File: src/rtl/nbit_sync_updown_mod_pkg.sv
// Shared counter constants.
// Direction and boundary-behaviour encodings.
package nbit_sync_updown_mod_pkg;

  localparam logic MODE_UP   = 1'b1;
  localparam logic MODE_DOWN = 1'b0;

  localparam logic SAT_WRAP  = 1'b0;
  localparam logic SAT_HOLD  = 1'b1;

endpackage

File: src/rtl/nbit_sync_updown_mod_tff_sync.sv
// T flip-flop, synchronous toggle enable,
// asynchronous active-low reset.
module tff_sync (
  input  logic clk,
  input  logic rst,
  input  logic t,
  output logic q
);

  always_ff @(posedge clk or negedge rst) begin
    if (!rst)
      q <= 1'b0;
    else if (t)
      q <= ~q;
  end

endmodule

File: src/rtl/nbit_sync_updown_mod.sv
// Synchronous up/down counter with modulus, load,
// wrap/saturate and terminal-count flags.
module nbit_sync_updown_mod
  import nbit_sync_updown_mod_pkg::*;
#(
  parameter int n = 4
) (
  input  logic         clk,
  input  logic         rst,
  input  logic         en,
  input  logic         mode,
  input  logic         sat,
  input  logic         load,
  input  logic [n-1:0] din,
  input  logic [n-1:0] limit,
  output logic [n-1:0] y,
  output logic         tc,
  output logic         wrap
);

  localparam logic [n-1:0] ONE  = n'(1);
  localparam logic [n-1:0] ZERO = '0;

  logic [n-1:0] y_next;
  logic [n-1:0] tmask;
  logic         wrap_next;
  logic         at_lim;
  logic         at_zero;
  logic         up;
  logic         hold;

  assign at_lim  = (y >= limit);
  assign at_zero = (y == ZERO);
  assign up      = (mode == MODE_UP);
  assign hold    = (sat == SAT_HOLD);

  assign tc = (up & at_lim) | (~up & at_zero);

  // Out-of-range counts going up are treated as sitting on the limit.
  always_comb begin
    y_next    = y;
    wrap_next = 1'b0;
    unique case (1'b1)
      load: begin
        y_next = (din > limit) ? limit : din;
      end
      (!load && en && up): begin
        if (!at_lim)
          y_next = y + ONE;
        else if (hold)
          y_next = limit;
        else begin
          y_next    = ZERO;
          wrap_next = 1'b1;
        end
      end
      (!load && en && !up): begin
        if (!at_zero)
          y_next = y - ONE;
        else if (!hold) begin
          y_next    = limit;
          wrap_next = 1'b1;
        end
      end
      default: begin
        y_next    = y;
        wrap_next = 1'b0;
      end
    endcase
  end

  assign tmask = y ^ y_next;

  for (genvar i = 0; i < n; i++) begin : g_bit
    tff_sync u_tff (
      .clk (clk),
      .rst (rst),
      .t   (tmask[i]),
      .q   (y[i])
    );
  end

  always_ff @(posedge clk or negedge rst) begin
    if (!rst)
      wrap <= 1'b0;
    else
      wrap <= wrap_next;
  end

endmodule
File: config.mk
export PLATFORM = sky130hd
export DESIGN_NAME = nbit_sync_updown_mod
export DESIGN_NICKNAME = d
export VERILOG_FILES = /design/src/rtl/nbit_sync_updown_mod_pkg.sv /design/src/rtl/nbit_sync_updown_mod_tff_sync.sv /design/src/rtl/nbit_sync_updown_mod.sv
export SDC_FILE = /design/constraint.sdc
export NUM_CORES = 1
export LEC_CHECK = 0
export CAP_MARGIN = 0
export CORE_ASPECT_RATIO = 0.9
export CORE_MARGIN = 2
export CORE_UTILIZATION = 50
export CTS_CLUSTER_SIZE = 14
export DETAILED_ROUTE_END_ITERATION = 8
export DONT_BUFFER_PORTS = 1
export HOLD_SLACK_MARGIN = 0.12
export PLACE_DENSITY = 0.71
export RECOVER_POWER = 25
export SYNTH_ARGS = -nofsm -noshare
export SYNTH_HDL_FRONTEND = slang
export SYNTH_SLANG_ARGS = --single-unit
File: constraint.sdc
create_clock -name clk -period 2.07 [get_ports clk]
set_input_delay 0.3105 -clock clk [delete_from_list [all_inputs] [get_ports clk]]
set_output_delay 0.3105 -clock clk [all_outputs]
set_load 0.02 [all_outputs]
Word-level counts from Yosys, hierarchy flattened

Index checks and enable logic that the tools add are counted.

Register bits after elaboration: 5
Bits of input ports: 14
Output and inout port bits: 6

Add/sub/neg operators: 2
Order comparisons: 2
Multiplexer cells: 10
Bitwise gates (word level): 9
Reductions and logical operators: 6

Operators by type and width:

| cell                  | number |
|---|---|
| $mux W4               | 5 |
| $pmux W4 S3           | 1 |
| $not A1 Y1            | 5 |
| $add A4 B1 Y4 const B | 1 |
| $ge A4 B4 Y1          | 1 |
| $gt A4 B4 Y1          | 1 |
| $logic_not A4 Y1      | 1 |
| $sub A4 B1 Y4 const B | 1 |
| $xor A4 B4 Y4         | 1 |
| $logic_and A1 B1 Y1   | 3 |
| $mux W1               | 3 |
| $and A1 B1 Y1         | 2 |
| $logic_not A1 Y1      | 2 |
| $pmux W1 S2           | 1 |
| $or A1 B1 Y1          | 1 |

Logic depth before layout (Yosys ltp)

Gate-level depths: netlist of the first run.

Depth after elaboration: 5
Mapped depth: 7
Mapped depth without buffers: 7

Hierarchy

From an unflattened synthesis of the first run, not the netlist that was laid out.

Cell total of the unflattened synthesis: 108
Area total of the unflattened synthesis: 845.8 sq um

Modules (own cells, without submodules):

| module               | times used | cells each | area each (sq um) | sequential area each (sq um) |
|---|---|---|---|---|
| nbit_sync_updown_mod | 1          | 100        | 710.7             | 25.0 |
| tff_sync             | 4          | 2          | 33.8              | 25.0 |

Worst setup path before layout of the first run

Ideal clock, no wire load.

Path type: register to register
From: reg g_bit[0].u_tff.q
To: reg wrap
Arrival: 2.092 ns
Data required time: 1.982 ns
Slack: -0.110 ns
Cell stages (with the launch flop): 8
Buffers on the path: 0
Clock period less this slack: 2.180 ns
Cell sequence: dfrtp_1 inv_1 ha_1 nand2b_4 a2111oi_4 or2_2 o21ai_0 nor3b_1

Longest elaborated chain between the ends: 3

RTL lines:

| element                                          | line                                                   | text |
|---|---|---|
| start, declared                                  | nbit_sync_updown_mod_tff_sync.sv:7                     | `output logic q` |
| start signal, assigned                           | nbit_sync_updown_mod_tff_sync.sv:14                    | `q <= ~q;` |
| $ge A4 B4 Y1 or $logic_not A4 Y1 (tied branches) | nbit_sync_updown_mod.sv:32, nbit_sync_updown_mod.sv:33 |  |
| $mux W1, on equally long branches                | nbit_sync_updown_mod.sv:48, nbit_sync_updown_mod.sv:58 |  |
| $pmux W1 S2 (*)                                  | nbit_sync_updown_mod.sv:43                             | `unique case (1'b1)` |
| via wrap_next                                    | nbit_sync_updown_mod.sv:26                             | `logic wrap_next;` |
| end signal, assigned                             | nbit_sync_updown_mod.sv:87                             | `wrap <= wrap_next;` |
| end, declared                                    | nbit_sync_updown_mod.sv:18                             | `output logic wrap` |

Mark *: on every way through the listed nets, which the timed path passes. The rest lies on a longest branch.
A chain may end at the register's enable or synchronous reset.

Final worst setup path of the first run

From: reg g_bit[0].u_tff.q
To: out tc

Longest elaborated chain between the ends: 3

RTL lines:

| element                                          | line                                                   | text |
|---|---|---|
| $ge A4 B4 Y1 or $logic_not A4 Y1 (tied branches) | nbit_sync_updown_mod.sv:32, nbit_sync_updown_mod.sv:33 |  |
| $and A1 B1 Y1                                    | nbit_sync_updown_mod.sv:37                             | `assign tc = (up & at_lim) \| (~up & at_zero);` |
| $or A1 B1 Y1 (*)                                 | nbit_sync_updown_mod.sv:37                             |  |
| end, declared                                    | nbit_sync_updown_mod.sv:17                             | `output logic tc,` |

Mark *: on every way between the ends. The rest lies on a longest branch, timed or not.

==> summary.md, run 1 <==
| Metric | Value |
|---|---|
| Die Ht | `between 40 and 50 um` |
| Clock root cell | `clkbuf_4` |
| Worst path slowest cell | `a2111oi_4` |
| Routed length per instance | `around 17 um` |
| Critical path fanouts, max | `2` |
| Global-route wire length before repair | `3290 um` |
| Synth warn | `0` |
| Arr. time, crit path | `approximately 1.8 ns` |
| Drt via density | `around 6.0` |
| DR pass1 iterations | `4` |
| Slew headroom | `0.797` |
| Total I/O pin count | `20` |
| Clock power share | `0.174` |
| Ys async rst share | `1.00` |
| Yosys reg bits | `5` |
| Largest net degree at the start of global routing | `14` |
| Pwr Density | `around 670 mW/mm2` |
| Die ar. | `0.00194 mm2` |
| Seq pwr share | `0.196` |
| Tmin final | `between 2 and 2.5 ns` |
| Period utilization | `1.03` |
| Worst Setup SP | `g_bit[0].u_tff.q` |
| Layout fillers | `129` |
| Sw Pwr | `between 200 and 300 uW` |
| Worst EP required | `about 1.8 ns` |
| Max frequency | `~470 MHz` |
| Placer Congestion | `between 0.8 and 0.9` |
| Hold Crit Depth | `1` |
| Worst Reg-to-Reg Cells | `8` |
| GR Overflow Total | `0` |
| R2R setup slack | `roughly 0.050 ns` |
| Syn Std Cell Area | `between 800 and 900 um2` |
| Switching share of total power | `0.404` |
| Final wirelength | `around 2100 um` |
| Worst skew pair latency | `~0.23 ns` |
| Dominant cell type by area after synthesis | `dfrtp_1` |
| Crit path largest cell delay | `around 0.39 ns` |
| EDFF count, synth | `0` |
| Worst Path Class, Setup | `reg -> out` |
| Final core area utilization | `0.643` |
| Pleak | `0.401 nW` |
| Hold violation count in the final report | `0` |
| Register area share after synthesis | `0.156` |
| Antenna Nets Post-Route | `0` |
| Core area | `roughly 0.0015 mm2` |
| Total Routing Usage GR | `0.233` |
| CTS Buffer Depth | `2` |
| Final hold slack | `~0.15 ns` |
| Layout Nets | `around 130` |
| DIE WIDTH | `46.2 um` |
| CTS buffer count | `3` |
| Mean post-synth cell area | `between 8 and 9 um2` |
| Fraction of layout cells with a size suffix above 1 | `0.301` |
| Reg2Reg Launch Point | `g_bit[0].u_tff.q` |
| Synthesized Nets | `between 100 and 150` |
| CTS Sinks | `5` |
| Hpwl dp | `between 1500 and 2000 um` |
| Final Skew | `between 0.0004 and 0.0005 ns` |
| DR vias | `between 700 and 800` |
| Vias in the first global route | `around 760` |
| Worst r2r dst | `g_bit[1].u_tff.q` |
| Worst Setup End Kind | `output port` |
| Starting density of the core | `0.542` |
| Share of the synthesized area in the top cell type | `0.156` |
| Internal | `about 380 uW` |
| CTS tree | `done` |
| Hold endpoint | `wrap` |
| # setup viols final | `1` |
| Synth cell types | `35` |
| Worst-path cell chain | `inv_2 -> ha_4 -> nand2b_4 -> a2111oi_4 -> or2_4 -> o21ai_2 -> buf_6` |
| I/O Buffers | `0` |
| Antenna violations before repair | `0` |
| Worst slew pin tran | `between 0.3 and 0.4 ns` |
| Diodes inserted | `0` |
| Top FF cell, synth | `dfrtp_1` |
| Gate power share | `0.631` |
| Iteration-0 DRC Markers | `17` |
| Nature of the critical path startpoint | `flip-flop` |
| Synth area leaders | `dfrtp_1 (16%), ha_1 (16%), mux2i_1 (7.5%), nor3_1 (5.0%), o21ai_0 (4.4%)` |
| Residual DRC count | `0` |
| Slew Viols, Final | `0` |
| Worst Slack Setup Final | `-0.0723 ns` |
| VDD IR max | `between 0.3 and 0.4 mV` |
| Min-delay worst type | `in -> reg` |
| Max cap viols | `0` |
| Most common cell in the synthesized netlist | `ha_1` |
| CTS clock-pin slew for the worst setup and hold paths | `around 0.040 ns` |
| Post-Syn Instances | `95` |
| Area grow syn2layout | `18.7%` |
| H-tree depth | `1` |
| Hold wc startpoint | `sat` |
| RSZ-0062 raised after global routing | `yes` |
| Rows | `13` |
| Failing checks | `setup timing` |
| Status | `complete, but fails checks` |
| Post-synth top cells | `ha_1 (10), nor3_1 (8), inv_1 (7), o21ai_0 (7), mux2i_1 (6)` |
## layout by cell type (no fill, tap or decap), types with 3 or more instances in the layout
| master | count |
|---|---|
| nand2b_1 | 4 |
| nor2b_1 | 4 |
| nor3_1 | 6 |
| mux2i_1 | 6 |
| nand3_1 | 5 |
| buf_4 | 9 |
| inv_1 | 6 |
| ha_1 | 9 |
| dfrtp_1 | 5 |
| a211oi_1 | 3 |
| nor2_1 | 3 |
| clkbuf_4 | 3 |
| o21ai_0 | 6 |
## worst max-delay path, delay by kind of cell, from the launching register on
family,cells,cell delay (ns)
buffers and inverters,2,0.22
adders and majority gates,1,0.20
DFF,1,0.38
and+or+nand+nor,2,0.35
AOI/OAI and AO/OA,2,0.45
## cell type report
| cell class | instances | area (um2) | share of cell area |
|---|---|---|---|
| Inverter | 7 | 26.3 | 0.0276 |
| Tap cell | 22 | 27.5 | 0.0289 |
| Clock buffer | 4 | 26.3 | 0.0276 |
| Timing Repair Buffer | 12 | 100 | 0.105 |
| Multi-Input combinational cell | 75 | 647 | 0.679 |
| Sequential cell | 5 | 125 | 0.131 |
## sequential cells by signal, indices dropped and copies added, names as in the netlist
signal         flops
g_bit.u_tff.q      4
wrap               1
## metal layers
metal | vias to the layer above | wire length [um] | track usage
met5 | - | 0 | 0
met4 | 0 | 52 | 0.103
met3 | 6 | 94 | 0.0216
met2 | 23 | 1120 | 0.403
met1 | 360 | 838 | 0.279
li1 | 360 | - | -
## power by group through the flow
| stage | combinational, mW | sequential, mW | clock [mW] |
|---|---|---|---|
| 3_5_place_dp | 0.331 | 0.125 | 0 |
| 2_1_floorplan | 0.254 | 0.135 | 0 |
| 6_report | 0.400 | 0.124 | 0.110 |
| 4_1_cts | 0.371 | 0.124 | 0.112 |
| 3_3_place_gp | 0.316 | 0.124 | 0 |
| 5_1_grt | 0.428 | 0.125 | 0.119 |
## worst max-delay path by stage
stage,endpoint,depth (start not counted)
after floorplan,wrap,7
after global placement,tc,7
after detailed placement,tc,7
after CTS,tc,7
after global routing,tc,7
final,tc,7
## per-stage QoR
step	area (um2)	setup TNS (ns)	std cells	total power, mW	setup slack, ns
floorplan	802	0	95	0.390	0.0376
global placement	835	0	117	0.440	0.108
detailed placement	835	0	117	0.456	0.00191
CTS	911	0	126	0.607	0.000657
global route	952	-0.159	125	0.672	-0.128
finish	952	-0.0723	125	0.634	-0.0723
## kinds of logic (layout without fill, tap and decap cells)
| group | count (synthesis) | count (layout) | share of synthesized area |
|---|---|---|---|
| and+or+nand+nor | 34 | 34 | 0.253 |
| AOI/OAI and AO/OA | 21 | 21 | 0.209 |
| buffers and inverters | 15 | 23 | 0.101 |
| adders and majority gates | 10 | 10 | 0.156 |
| muxes | 8 | 8 | 0.103 |
| DFF | 5 | 5 | 0.156 |
| xor gates and xnor gates | 2 | 2 | 0.0218 |
## timing repair
action / 4_1_cts / 5_1_grt
hold buffers: 1 / 0
setup buffers: 4 / 1
resized for setup: 4 / 8
endpoints found under the setup margin: 1 / 5
endpoints found under the hold margin: 5 / 0
pin swaps: 2 / 10
No activity file was read; power rests on OpenSTA's default activity.
==> run 2, diff against run 1 <==
- PLACE_DENSITY: 0.71 -> 0.67
==> summary.md, run 2 (synthesis results as in run 1) <==
| Metric | Value |
|---|---|
| Status | `finished clean` |
| Worst slew pin tran | `0.287 ns (-0.0174 ns)` |
| Slew headroom | `0.809 (+0.0116)` |
| Non-Filler Instances | `126 (+0.80%)` |
| Final core area utilization | `0.631 (-0.0127)` |
| Nature of the critical path startpoint | `flip-flop` |
| Min-delay worst type | `in -> reg` |
| Routed length per instance | `16.6 um (-1.4%)` |
| Antenna Nets Post-Route | `0 (unchanged)` |
| Hold wc startpoint | `load` |
| Slew Viols, Final | `0 (unchanged)` |
| I/O Buffers | `0 (unchanged)` |
| Drt via density | `6.13 (+2.3%)` |
| Hold endpoint | `g_bit[3].u_tff.q` |
| Pleak | `0.397 nW (-1.1%)` |
| H-tree depth | `1 (unchanged)` |
| Die Ht | `42.0 um (unchanged)` |
| Starting density of the core | `0.542 (unchanged)` |
| Global-route wire length before repair | `3440 um (+4.4%)` |
| Worst r2r dst | `g_bit[3].u_tff.q` |
| Max frequency | `493 MHz (+5.7%)` |
| Iteration-0 DRC Markers | `26 (+9)` |
| Worst Setup End Kind | `output port` |
| Diodes inserted | `0 (unchanged)` |
| Worst Reg-to-Reg Cells | `9 (+1)` |
| R2R setup slack | `0.06 ns (about the same)` |
| CTS Buffer Depth | `2 (unchanged)` |
| VDD IR max | `0.314 mV (-12%)` |
| CTS Sinks | `5 (unchanged)` |
| Area grow syn2layout | `16.4%` |
| CTS tree | `done` |
| CTS clock-pin slew for the worst setup and hold paths | `0.05 ns (about the same)` |
| Hpwl dp | `1600 um (-2.5%)` |
| Rows | `13 (unchanged)` |
| Fraction of layout cells with a size suffix above 1 | `0.260 (-0.0414)` |
| Finished layout cell area | `933 um2 (-2.0%)` |
| Cell family with most CP delay | `compound AO/OA/AOI/OAI gates` |
| CTS buffer count | `3 (unchanged)` |
| Arr. time, crit path | `1.72 ns (-0.11 ns)` |
| Reg2Reg Launch Point | `g_bit[0].u_tff.q` |
| Vias in the first global route | `735 (-3.5%)` |
| # setup viols final | `0 (-1)` |
| Most common cell after layout, fill and taps aside | `buf_4` |
| Antenna violations before repair | `0 (unchanged)` |
| Worst-path cell chain | `inv_2 -> ha_4 -> nand2b_4 -> a2111oi_4 -> or2_4 -> o21ai_4` |
| Most flops, register | `g_bit.u_tff.q` |
| Final Skew | `0.00389 ns (+0.00347 ns)` |
| Worst Path Class, Setup | `reg -> out` |
| DIE WIDTH | `46.2 um (unchanged)` |
| Largest net degree at the start of global routing | `14 (unchanged)` |
| Residual DRC count | `0 (unchanged)` |
| TNS Setup | `0 ns (+0.0723 ns)` |
| Most frequent cells in the layout | `buf_4 (12), ha_1 (9), nor3_1 (8)` |
| Worst EP required | `1.76 ns (about the same)` |
| Critical path fanouts, max | `2 (unchanged)` |
| Max FFs per register | `4 (unchanged)` |
| Hold Crit Depth | `1 (unchanged)` |
| Total Routing Usage GR | `0.251 (+0.0187)` |
| Core area | `0.00148 mm2 (unchanged)` |
| Worst skew pair latency | `0.25 ns (+0.02 ns)` |
| DP Area | `842 um2 (+0.90%)` |
| Pwr Density | `672 mW/mm2 (+1.0%)` |
| Total I/O pin count | `20 (unchanged)` |
| Period utilization | `0.979 (-0.0560)` |
| Crit path largest cell delay | `0.38 ns (about the same)` |
| Clock root cell | `clkbuf_4` |
| Largest regs | `g_bit.u_tff.q x4, wrap x1` |
| Die ar. | `0.00194 mm2 (unchanged)` |
| Placer Congestion | `0.854 (+2.9%)` |
| Layout Nets | `129 (+0.78%)` |
| Buffers & Inverters on Critical Path | `1 (-1)` |
| GR Overflow Total | `0 (unchanged)` |
| Max cap viols | `0 (unchanged)` |
| Tmin final | `2.03 ns (-0.116 ns)` |
| DR vias | `772 (+3.1%)` |
| DR pass1 iterations | `4 (unchanged)` |
| RSZ-0062 raised after global routing | `yes` |
| Final wirelength | `2090 um (-0.57%)` |
| Worst path slowest cell | `dfrtp_1` |
| Placed cells | `118 (+0.85%)` |
| Hold violation count in the final report | `0 (unchanged)` |
run 2: power by group:
group | switching [mW] | internal [mW] | total [mW]
combinational | 0.193 | 0.183 | 0.376
sequential | 0.0140 | 0.113 | 0.127
clock | 0.0511 | 0.0736 | 0.125
run 2: layer usage:
layer / wire [um] / vias up / GRT usage
li1: - / 362 / -
met1: 925 / 362 / 0.345
met2: 985 / 43 / 0.361
met3: 134 / 5 / 0.0517
met4: 47 / 0 / 0.131
met5: 0 / - / 0
run 2: area by class of cell:
cell class / instances / area [um2]
Timing Repair Buffer: 13 / 100
Multi-Input combinational cell: 75 / 628
Sequential cell: 5 / 125
Clock buffer: 4 / 26.3
Fill cell: 130 / 547
Inverter: 7 / 26.3
Tap cell: 22 / 27.5
run 2: worst max-delay path by stage:
stage,cells past startpoint,endpoint,startpoint,slack [ns]
finish,6,tc,g_bit[0].u_tff.q,0.04
global route,6,tc,g_bit[0].u_tff.q,-0.04
CTS,6,tc,g_bit[0].u_tff.q,0.04
detailed placement,7,wrap,g_bit[0].u_tff.q,0.07
global placement,5,wrap,g_bit[1].u_tff.q,0.07
floorplan,7,wrap,g_bit[0].u_tff.q,0.04
run 2: metrics by stage:
stage / worst slack (ns) / hold slack (ns) / total power, mW
2_1_floorplan: 0.0376 / 0.0149 / 0.390
3_3_place_gp: 0.0658 / 0.0150 / 0.449
3_5_place_dp: 0.0694 / 0.0150 / 0.454
4_1_cts: 0.0447 / 0.131 / 0.600
5_1_grt: -0.0365 / 0.123 / 0.678
6_report: 0.0436 / 0.130 / 0.627
run 2: what timing repair did:
item | 4_1_cts | 5_1_grt
hold buffers | 1 | 0
setup endpoints to repair | 1 | 2
hold endpoints to repair | 5 | 0
pin swaps | 2 | 3
setup buffers | 1 | 2
gates resized for setup | 2 | 5
